$ cat src/rtl/tetris_row_clear_scanner_pkg.sv
// rtl/tetris_row_clear_scanner_pkg.sv - shared playfield dimensions, scanner states and NOR helper
package tetris_row_clear_scanner_pkg;

  localparam int DEF_NR_OF_ROWS    = 20;
  localparam int DEF_NR_OF_COLUMNS = 10;
  localparam int DEF_ADDR_WIDTH    = 5;
  localparam int NOR_WIDTH         = 5;

  typedef enum logic [2:0] {
    S_IDLE        = 3'd0,
    S_READ        = 3'd1,
    S_CHECK       = 3'd2,
    S_SHIFT_READ  = 3'd3,
    S_SHIFT_WRITE = 3'd4,
    S_CLEAR_TOP   = 3'd5,
    S_FINISH      = 3'd6
  } state_t;

  // Library 5-input NOR; a set bubble bit inverts that input before the reduction.
  function automatic logic nor5(input logic [NOR_WIDTH-1:0] cells,
                                input logic [NOR_WIDTH-1:0] bubbles);
    return ~|(cells ^ bubbles);
  endfunction

endpackage

$ cat src/rtl/tetris_row_clear_scanner_row_occupancy_detect.sv
// rtl/tetris_row_clear_scanner_row_occupancy_detect.sv - row full/empty flags from chained 5-input NORs
module row_occupancy_detect
  import tetris_row_clear_scanner_pkg::*;
#(
  parameter int NR_OF_COLUMNS = DEF_NR_OF_COLUMNS
) (
  input  logic [NR_OF_COLUMNS-1:0] cells,
  output logic                     row_full,
  output logic                     row_empty
);

  localparam int GROUPS = (NR_OF_COLUMNS + NOR_WIDTH - 1) / NOR_WIDTH;
  localparam int PADDED = GROUPS * NOR_WIDTH;

  // Padding is neutral: 0 for the empty test, 1 for the full test (inverted by the bubble).
  logic [PADDED-1:0] pad_empty;
  logic [PADDED-1:0] pad_full;

  always_comb begin
    pad_empty = '0;
    pad_full  = '1;
    pad_empty[NR_OF_COLUMNS-1:0] = cells;
    pad_full[NR_OF_COLUMNS-1:0]  = cells;
  end

  logic [GROUPS:0] full_chain;
  logic [GROUPS:0] empty_chain;

  assign full_chain[0]  = 1'b1;
  assign empty_chain[0] = 1'b1;

  for (genvar g = 0; g < GROUPS; g++) begin : g_chain
    // Two bubbled inputs on a NOR form the AND that links one group into the chain.
    assign full_chain[g+1]  = nor5({3'b000, full_chain[g],
                                    nor5(pad_full[g*NOR_WIDTH +: NOR_WIDTH], 5'b11111)}, 5'b00011);
    assign empty_chain[g+1] = nor5({3'b000, empty_chain[g],
                                    nor5(pad_empty[g*NOR_WIDTH +: NOR_WIDTH], 5'b00000)}, 5'b00011);
  end

  assign row_full  = full_chain[GROUPS];
  assign row_empty = empty_chain[GROUPS];

endmodule

$ cat src/rtl/tetris_row_clear_scanner.sv
// rtl/tetris_row_clear_scanner.sv - bottom-up full-row scan and collapse of the playfield RAM
module tetris_row_clear_scanner
  import tetris_row_clear_scanner_pkg::*;
#(
  parameter int NR_OF_ROWS    = DEF_NR_OF_ROWS,
  parameter int NR_OF_COLUMNS = DEF_NR_OF_COLUMNS,
  parameter int ADDR_WIDTH    = DEF_ADDR_WIDTH
) (
  input  logic                     GlobalClock,
  input  logic                     Reset,
  input  logic                     Start,
  output logic [ADDR_WIDTH-1:0]    Rd_Addr,
  input  logic [NR_OF_COLUMNS-1:0] Rd_Data,
  output logic                     Wr_En,
  output logic [ADDR_WIDTH-1:0]    Wr_Addr,
  output logic [NR_OF_COLUMNS-1:0] Wr_Data,
  output logic                     Busy,
  output logic                     Done,
  output logic [ADDR_WIDTH-1:0]    Lines_Cleared
);

  localparam logic [ADDR_WIDTH-1:0] LAST_ROW  = ADDR_WIDTH'(NR_OF_ROWS - 1);
  localparam logic [ADDR_WIDTH-1:0] MAX_LINES = ADDR_WIDTH'(NR_OF_ROWS);
  localparam logic [ADDR_WIDTH-1:0] ONE       = ADDR_WIDTH'(1);

  state_t                  state;
  state_t                  next_state;
  logic [ADDR_WIDTH-1:0]   cur;
  logic [ADDR_WIDTH-1:0]   sp;
  logic [ADDR_WIDTH-1:0]   lines;
  logic                    row_full;
  logic                    row_empty;

  row_occupancy_detect #(.NR_OF_COLUMNS(NR_OF_COLUMNS)) u_detect (
    .cells     (Rd_Data),
    .row_full  (row_full),
    .row_empty (row_empty)
  );

  always_ff @(posedge GlobalClock) begin
    if (Reset) begin
      state <= S_IDLE;
      cur   <= '0;
      sp    <= '0;
      lines <= '0;
    end else begin
      state <= next_state;
      case (state)
        S_IDLE: if (Start) begin
          cur   <= LAST_ROW;
          lines <= '0;
        end
        S_CHECK: begin
          if (row_full) begin
            if (lines != MAX_LINES) lines <= lines + ONE;
            sp <= cur;
          end else if (!row_empty && cur != '0) begin
            cur <= cur - ONE;
          end
        end
        S_SHIFT_WRITE: sp <= sp - ONE;
        default: ;
      endcase
    end
  end

  always_comb begin
    next_state = state;
    Rd_Addr    = '0;
    Wr_En      = 1'b0;
    Wr_Addr    = '0;
    Wr_Data    = '0;
    Busy       = 1'b1;
    Done       = 1'b0;
    case (state)
      S_IDLE: begin
        Busy = 1'b0;
        if (Start) next_state = S_READ;
      end
      S_READ: begin
        Rd_Addr    = cur;
        next_state = S_CHECK;
      end
      S_CHECK: begin
        if (row_full)                     next_state = S_SHIFT_READ;
        else if (row_empty || cur == '0)  next_state = S_FINISH;
        else                              next_state = S_READ;
      end
      S_SHIFT_READ: begin
        if (sp == '0) begin
          next_state = S_CLEAR_TOP;
        end else begin
          Rd_Addr    = sp - ONE;
          next_state = S_SHIFT_WRITE;
        end
      end
      S_SHIFT_WRITE: begin
        Wr_En      = 1'b1;
        Wr_Addr    = sp;
        Wr_Data    = Rd_Data;
        next_state = S_SHIFT_READ;
      end
      // cur is left alone so the row that dropped into it is checked again.
      S_CLEAR_TOP: begin
        Wr_En      = 1'b1;
        next_state = S_READ;
      end
      S_FINISH: begin
        Busy       = 1'b0;
        Done       = 1'b1;
        next_state = S_IDLE;
      end
      default: begin
        Busy       = 1'b0;
        next_state = S_IDLE;
      end
    endcase
  end

  assign Lines_Cleared = lines;

endmodule

$ cat config.mk
export PLATFORM = sky130hd
export DESIGN_NAME = tetris_row_clear_scanner
export DESIGN_NICKNAME = d
export VERILOG_FILES = /design/src/rtl/tetris_row_clear_scanner_pkg.sv /design/src/rtl/tetris_row_clear_scanner_row_occupancy_detect.sv /design/src/rtl/tetris_row_clear_scanner.sv
export SDC_FILE = /design/constraint.sdc
export NUM_CORES = 1
export LEC_CHECK = 0
export CAP_MARGIN = 25
export CORE_UTILIZATION = 35
export CTS_CLUSTER_SIZE = 28
export DETAILED_ROUTE_END_ITERATION = 8
export PLACE_DENSITY = 0.62
export SLEW_MARGIN = 20
export SYNTH_ARGS = -nofsm -noshare
export SYNTH_HDL_FRONTEND = slang
export SYNTH_SLANG_ARGS = --single-unit
$ cat constraint.sdc
create_clock -name GlobalClock -period 3.4 [get_ports GlobalClock]
set_input_delay 0.34 -clock GlobalClock [delete_from_list [all_inputs] [get_ports GlobalClock]]
set_output_delay 0.34 -clock GlobalClock [all_outputs]
set_load 0.05 [all_outputs]
Word-level counts from Yosys, hierarchy flattened
Cells that the tools add are included. W data, S select, Z words.

$add $sub $neg: 3. Equality and inequality tests: 12. Multiplexer cells: 22. Bitwise logic cells: 6. Reduce and logical (&&, ||, !) cells: 28.

Operator list (number): $mux W5 (9); $pmux W5 S2 (4); $reduce_or A5 Y1 (5); $pmux W3 S6 (1); $logic_not A5 Y1 (2); $mux W10 (1); $not A5 Y5 (2); $reduce_or A2 Y1 (5); $sub A5 B1 Y5 const B (2); $eq A3 B3 Y1 const B (3); $mux W3 (3); $ne A2 B2 Y1 const B (4); $not A2 Y2 (4); $reduce_and A4 Y1 (2); $logic_not A1 Y1 (7); $eq A3 B2 Y1 const B (2); $add A5 B1 Y5 const B (1); $ne A5 B5 Y1 const B (1); $reduce_bool A5 Y1 (1); $mux W1 (4); $reduce_bool A2 Y1 (2); $eq A3 B1 Y1 const B (1); $logic_not A3 Y1 (1); $ne A2 B1 Y1 const B (1); 3 further kinds (3).

Register bits after elaboration: 18. Input bits: 13. Output and inout bits: 28. Logic and storage cells: 75.

Longest topological paths before layout
Depth after elaboration: 12. Mapped depth: 7. Depth with buffers taken out: 7.

By module
Synthesis repeated with hierarchy kept, for this count alone.

Cells, all modules: 161. Area, all modules: 1337.5 um2.

By module, submodules not included: tetris_row_clear_scanner (instances 1, cells each 154, area each 1288.7 um2, seq. area each 360.3 um2); row_occupancy_detect (instances 1, cells each 7, area each 48.8 um2, seq. area each 0.0 um2).

Least setup slack after synthesis
Ideal clock, no wire load.

Path kind: register to output. Start point: register sp[0]. End point: output Rd_Addr[2]. Arrival: 1.888 ns. Data required time: 3.060 ns. Path slack: 1.172 ns. Cell stages (with the launch flop): 8. Cell sequence: dfxtp_1 > inv_1 > ha_1 > nor2b_1 > nor2b_1 > nand2b_1 > o211ai_1 > a21oi_1.

Cells in the longest elaborated chain, start to end: 3.

RTL lines: from (decl) (line tetris_row_clear_scanner.sv:29) `logic [ADDR_WIDTH-1:0] sp;`; from (signal assigned) (line tetris_row_clear_scanner.sv:56) `sp <= cur;`; from (signal assigned) (line tetris_row_clear_scanner.sv:61) `S_SHIFT_WRITE: sp <= sp - ONE;`; $sub A5 B1 Y5 / $logic_not A5 Y1 (equally long branches) (line tetris_row_clear_scanner.sv:93, tetris_row_clear_scanner.sv:90); $mux W5 (*) (line tetris_row_clear_scanner.sv:90) `if (sp == '0) begin`; $pmux W5 S2 (*) (line tetris_row_clear_scanner.sv:75) `case (state)`; to (decl) (line tetris_row_clear_scanner.sv:12) `output logic [ADDR_WIDTH-1:0] Rd_Addr,`.

Mark *: on every way between the ends. The rest lies on a longest branch, timed or not.

Worst setup path after layout
Start point: register state[1]. End point: output Rd_Addr[1].

Cells in the longest elaborated chain, start to end: 2.

RTL lines: from (decl) (line tetris_row_clear_scanner.sv:26) `state_t state;`; from (signal assigned) (line tetris_row_clear_scanner.sv:47) `state <= next_state;`; $eq A3 B2 Y1 / $eq A3 B1 Y1 (equally long branches) (line tetris_row_clear_scanner.sv:75); $pmux W5 S2 (*) (line tetris_row_clear_scanner.sv:75).

Marks and branches as above.

==> results_tabular.tex <==
\begin{tabular}{lr}
\hline
Metric & Value \\
\hline
\multicolumn{2}{l}{\textbf{Status}} \\
\quad Outcome & completed \\
\multicolumn{2}{l}{\textbf{Clock tree}} \\
\quad Sink Count & 18 \\
\quad CTS tree & yes \\
\quad Number of clock buffers inserted by TritonCTS & 3 \\
\quad Depth of the CTS H-tree & 1 \\
\quad Maximum count of clock buffers along a single path & 2 \\
\quad CTS root buf & sky130\_fd\_sc\_hd\_\_clkbuf\_8 \\
\quad Number of hold buffers added after CTS & 0 \\
\quad Number of instances resized during post-cts repair & 0 \\
\quad Clock slew seen by the registers of the worst setup and hold paths & 0.07 ns \\
\quad Worst skew pair latency & between 0.2 and 0.3 ns \\
\quad Setup bufs post-CTS & 0 \\
\multicolumn{2}{l}{\textbf{Worst hold path}} \\
\quad Hold EP & Lines\_Cleared[3]\$\_SDFFE\_PP0P\_ \\
\quad Cells on Worst Hold Path & 2 \\
\quad Min-Delay Path Class & reg2reg \\
\quad Origin of the worst min-delay path & Lines\_Cleared[3]\$\_SDFFE\_PP0P\_ \\
\multicolumn{2}{l}{\textbf{Layout}} \\
\quad Synthesis-to-layout area growth & 36.8\% \\
\quad Diodes inserted & 0 \\
\quad Util after Layout & 0.518 \\
\quad Fraction of final layout cells with drive strength greater than 1 & 0.0654 \\
\quad Number of nets at the end of the flow & $\sim$230 \\
\multicolumn{2}{l}{\textbf{Power}} \\
\quad Power per unit of standard cell area & approximately 540 nW/um2 \\
\quad Max VDD drop & 0.162 mV \\
\quad Static Leakage & 0.637 nW \\
\multicolumn{2}{l}{\textbf{Critical path}} \\
\quad Largest incremental delay on the critical path & 0.81 ns \\
\quad Worst-path maximum fanout & 17 \\
\quad Setup slack of the worst register-to-register path & 1.16 ns \\
\quad Reg-to-reg endpoint & sp[1]\$\_SDFFE\_PP0P\_ \\
\quad Crit path capture type & primary output \\
\quad Crit-path cells & clkinv\_1 -> nor3\_1 -> a21oi\_1 -> nor2\_1 -> clkdlybuf4s50\_1 \\
\quad Type of the worst setup path & reg2out \\
\quad Standard cell with the maximum stage delay on the critical path & sky130\_fd\_sc\_hd\_\_clkdlybuf4s50\_1 \\
\quad Start of the worst register-to-register path & state[1]\$\_SDFFE\_PP0N\_ \\
\quad Depth of the worst register-to-register path & 6 \\
\quad Crit path required time & 3.06 ns \\
\quad Startpoint type of the worst setup path & flop \\
\quad Critical path arrival & roughly 2.5 ns \\
\multicolumn{2}{l}{\textbf{Detailed routing}} \\
\quad Via Count & $\sim$1.4k \\
\quad Router iterations before antenna repair & 4 \\
\quad First DRT Iteration DRCs & 86 \\
\quad \# DRC & 0 \\
\quad Post-DR wirelength/cell & around 14 um \\
\quad Ratio of routed vias to standard cells & 5.36 \\
\quad Total wirelength of the detailed-routed design & 3540 um \\
\quad Post-route antenna net violation count & 0 \\
\multicolumn{2}{l}{\textbf{Yosys}} \\
\quad Post-synthesis instance area & 1300 um2 \\
\quad Most used standard cells in the synthesized netlist & sky130\_fd\_sc\_hd\_\_nor2\_1, sky130\_fd\_sc\_hd\_\_dfxtp\_1, sky130\_fd\_sc\_hd\_\_nand2\_1 \\
\quad Top post-synthesis cells by area & sky130\_fd\_sc\_hd\_\_dfxtp\_1, sky130\_fd\_sc\_hd\_\_and3\_1, sky130\_fd\_sc\_hd\_\_nor2\_1, sky130\_fd\_sc\_hd\_\_nand2\_1, sky130\_fd\_sc\_hd\_\_ha\_1 \\
\quad Number of warnings printed during yosys synthesis & 0 \\
\quad Most used flip-flop cell after synthesis & sky130\_fd\_sc\_hd\_\_dfxtp\_1 \\
\quad Number of library cell types mapped by synthesis & 44 \\
\quad Sequential fraction of the synthesis area & 0.277 \\
\quad Mean instance size in the synthesized netlist & 7.36 um2 \\
\quad Syn\_nets & 195 \\
\quad Most repeated cell in the gate-level netlist after synthesis & sky130\_fd\_sc\_hd\_\_nor2\_1 \\
\quad Share of flip-flops with an asynchronous set or reset after synthesis & 0 \\
\quad Top cell type's share of synthesized area & 0.277 \\
\quad Number of flops mapped to enable cells by yosys & 0 \\
\quad Biggest area consumer among synthesized cells & sky130\_fd\_sc\_hd\_\_dfxtp\_1 \\
\quad Number of register bits inferred by synthesis & 18 \\
\quad Cell count after synthesis & 177 \\
\multicolumn{2}{l}{\textbf{STA}} \\
\quad Normalized max-slew margin & 0.509 \\
\quad Setup TNS & 0 ns \\
\quad Slew of the pin with the lowest slew margin & 0.735 ns \\
\quad Max-slew violation count & 0 \\
\quad Highest achievable clock rate & 350 MHz \\
\quad Total setup violations reported at the end of the flow & 0 \\
\quad Final Skew & $\sim$0.0012 ns \\
\quad Hold Fails Final Rpt & 0 \\
\quad Post-route clock period utilization & 0.840 \\
\quad Tmin final & between 2 and 3 ns \\
\quad RSZ-0062 raised after global routing & no \\
\multicolumn{2}{l}{\textbf{Floorplanning}} \\
\quad Die Area & 3970 um2 \\
\quad Starting Density & 0.378 \\
\quad Horizontal extent of the die & 63.0 um \\
\quad Top Ports & 41 \\
\quad Number of placement rows & 21 \\
\quad Floorplan die height & 63.0 um \\
\quad Area inside the core boundary & about 3400 um2 \\
\multicolumn{2}{l}{\textbf{Global routing}} \\
\quad Global-route wire length before repair & 6070 um \\
\quad All-Layer GR Usage & 0.189 \\
\quad Vias in the first global route & between 1k and 1.5k \\
\quad Antenna violations before repair & 0 \\
\quad Gr ovfl total & 0 \\
\quad Largest net degree at the start of global routing & 29 \\
\multicolumn{2}{l}{\textbf{Placed design}} \\
\quad Number of port buffers & 40 \\
\quad RD Place Congestion & 0.872 \\
\quad HPWL after detailed placement & 2640 um \\
\multicolumn{2}{l}{\textbf{Flow run}} \\
\quad Count of maximum capacitance violations & 0 \\
\hline
\end{tabular}
[logic make-up after synthesis]
| family | count (synthesis) | synth area share |
|---|---|---|
| xor gates and xnor gates | 3 | 0.0202 |
| adders and majority gates | 5 | 0.0480 |
| DFF | 18 | 0.277 |
| buffers and inverters | 18 | 0.0634 |
| AOI/OAI and AO/OA | 34 | 0.169 |
| and+or+nand+nor | 99 | 0.423 |
[registers in the layout, summed over array words and instances (netlist names)]
register,flops
sp,5
cur,5
Lines_Cleared,5
state,3
[layout by cell type, fill, tap and decap left out, types with 2 or more instances in the layout]
| master | n |
|---|---|
| sky130_fd_sc_hd__clkdlybuf4s50_1 | 40 |
| sky130_fd_sc_hd__nor2_1 | 21 |
| sky130_fd_sc_hd__dfxtp_1 | 18 |
| sky130_fd_sc_hd__nand2_1 | 17 |
| sky130_fd_sc_hd__and3_1 | 13 |
| sky130_fd_sc_hd__a21oi_1 | 12 |
| sky130_fd_sc_hd__nand3_1 | 9 |
| sky130_fd_sc_hd__inv_1 | 8 |
| sky130_fd_sc_hd__nor3_1 | 8 |
| sky130_fd_sc_hd__o21ai_0 | 5 |
| sky130_fd_sc_hd__ha_1 | 5 |
| sky130_fd_sc_hd__nor2b_1 | 4 |
| sky130_fd_sc_hd__a31oi_1 | 4 |
| sky130_fd_sc_hd__nand4_1 | 4 |
| sky130_fd_sc_hd__clkbuf_8 | 4 |
| sky130_fd_sc_hd__nor4b_1 | 3 |
| sky130_fd_sc_hd__or2_2 | 3 |
| sky130_fd_sc_hd__a211oi_1 | 3 |
| sky130_fd_sc_hd__xor2_1 | 2 |
| sky130_fd_sc_hd__nand2b_1 | 2 |
| sky130_fd_sc_hd__nor3b_1 | 2 |
| sky130_fd_sc_hd__or4_1 | 2 |
| sky130_fd_sc_hd__o31ai_1 | 2 |
| sky130_fd_sc_hd__nor4_1 | 2 |
| sky130_fd_sc_hd__buf_4 | 2 |
[power breakdown]
group	switching [W]	internal, W	leakage, nW	total [W]
Sequential	0.0000730	0.000245	0.147	0.000318
Combinational	0.000281	0.000179	0.461	0.000461
Clock	0.0000737	0.000103	0.0288	0.000176
[per-layer routing]
metal,GRT usage,share of wire
met2,0.320,0.46
met1,0.240,0.49
met5,0,0
met4,0.0523,0.0037
met3,0.0383,0.045
[cell type report]
type / instances / area (um2)
tap: 46 / 57.6
fill: 350 / 1660
sequential: 18 / 360
clock buffer: 4 / 55.1
multi-input combinational: 141 / 860
inverter: 9 / 33.8
timing repair buffer: 42 / 415
[critical path, delay by kind of cell (launching register included)]
| kind | cells | cell delay, ns |
|---|---|---|
| AO/OA/AOI/OAI | 1 | 0.06 |
| buffers and inverters | 2 | 1.19 |
| flip-flops | 1 | 0.67 |
| AND/OR/NAND/NOR | 2 | 0.35 |
[through the flow]
stage	power, W	instance area, um2	setup slack (ns)	hold slack (ns)	std cells
after detailed placement	0.000779	1730	0.845	0.502	256
after global routing	0.00102	1780	0.402	0.545	260
after global placement	0.000768	1730	0.891	0.480	256
final	0.000955	1780	0.543	0.513	260
after floorplan	0.000646	1300	1.17	0.443	177
after CTS	0.000957	1780	0.564	0.513	260
[worst max path at each step]
stage / startpoint / end / depth (start not counted)
after floorplan: sp[0]$_SDFFE_PP0P_ / Rd_Addr[2] / 7
after global placement: state[1]$_SDFFE_PP0N_ / Rd_Addr[1] / 5
after detailed placement: state[1]$_SDFFE_PP0N_ / Rd_Addr[1] / 5
after CTS: state[1]$_SDFFE_PP0N_ / Rd_Addr[1] / 5
after global routing: state[1]$_SDFFE_PP0N_ / Rd_Addr[1] / 5
final: state[1]$_SDFFE_PP0N_ / Rd_Addr[1] / 5
Power figures use the tool's default switching activity.
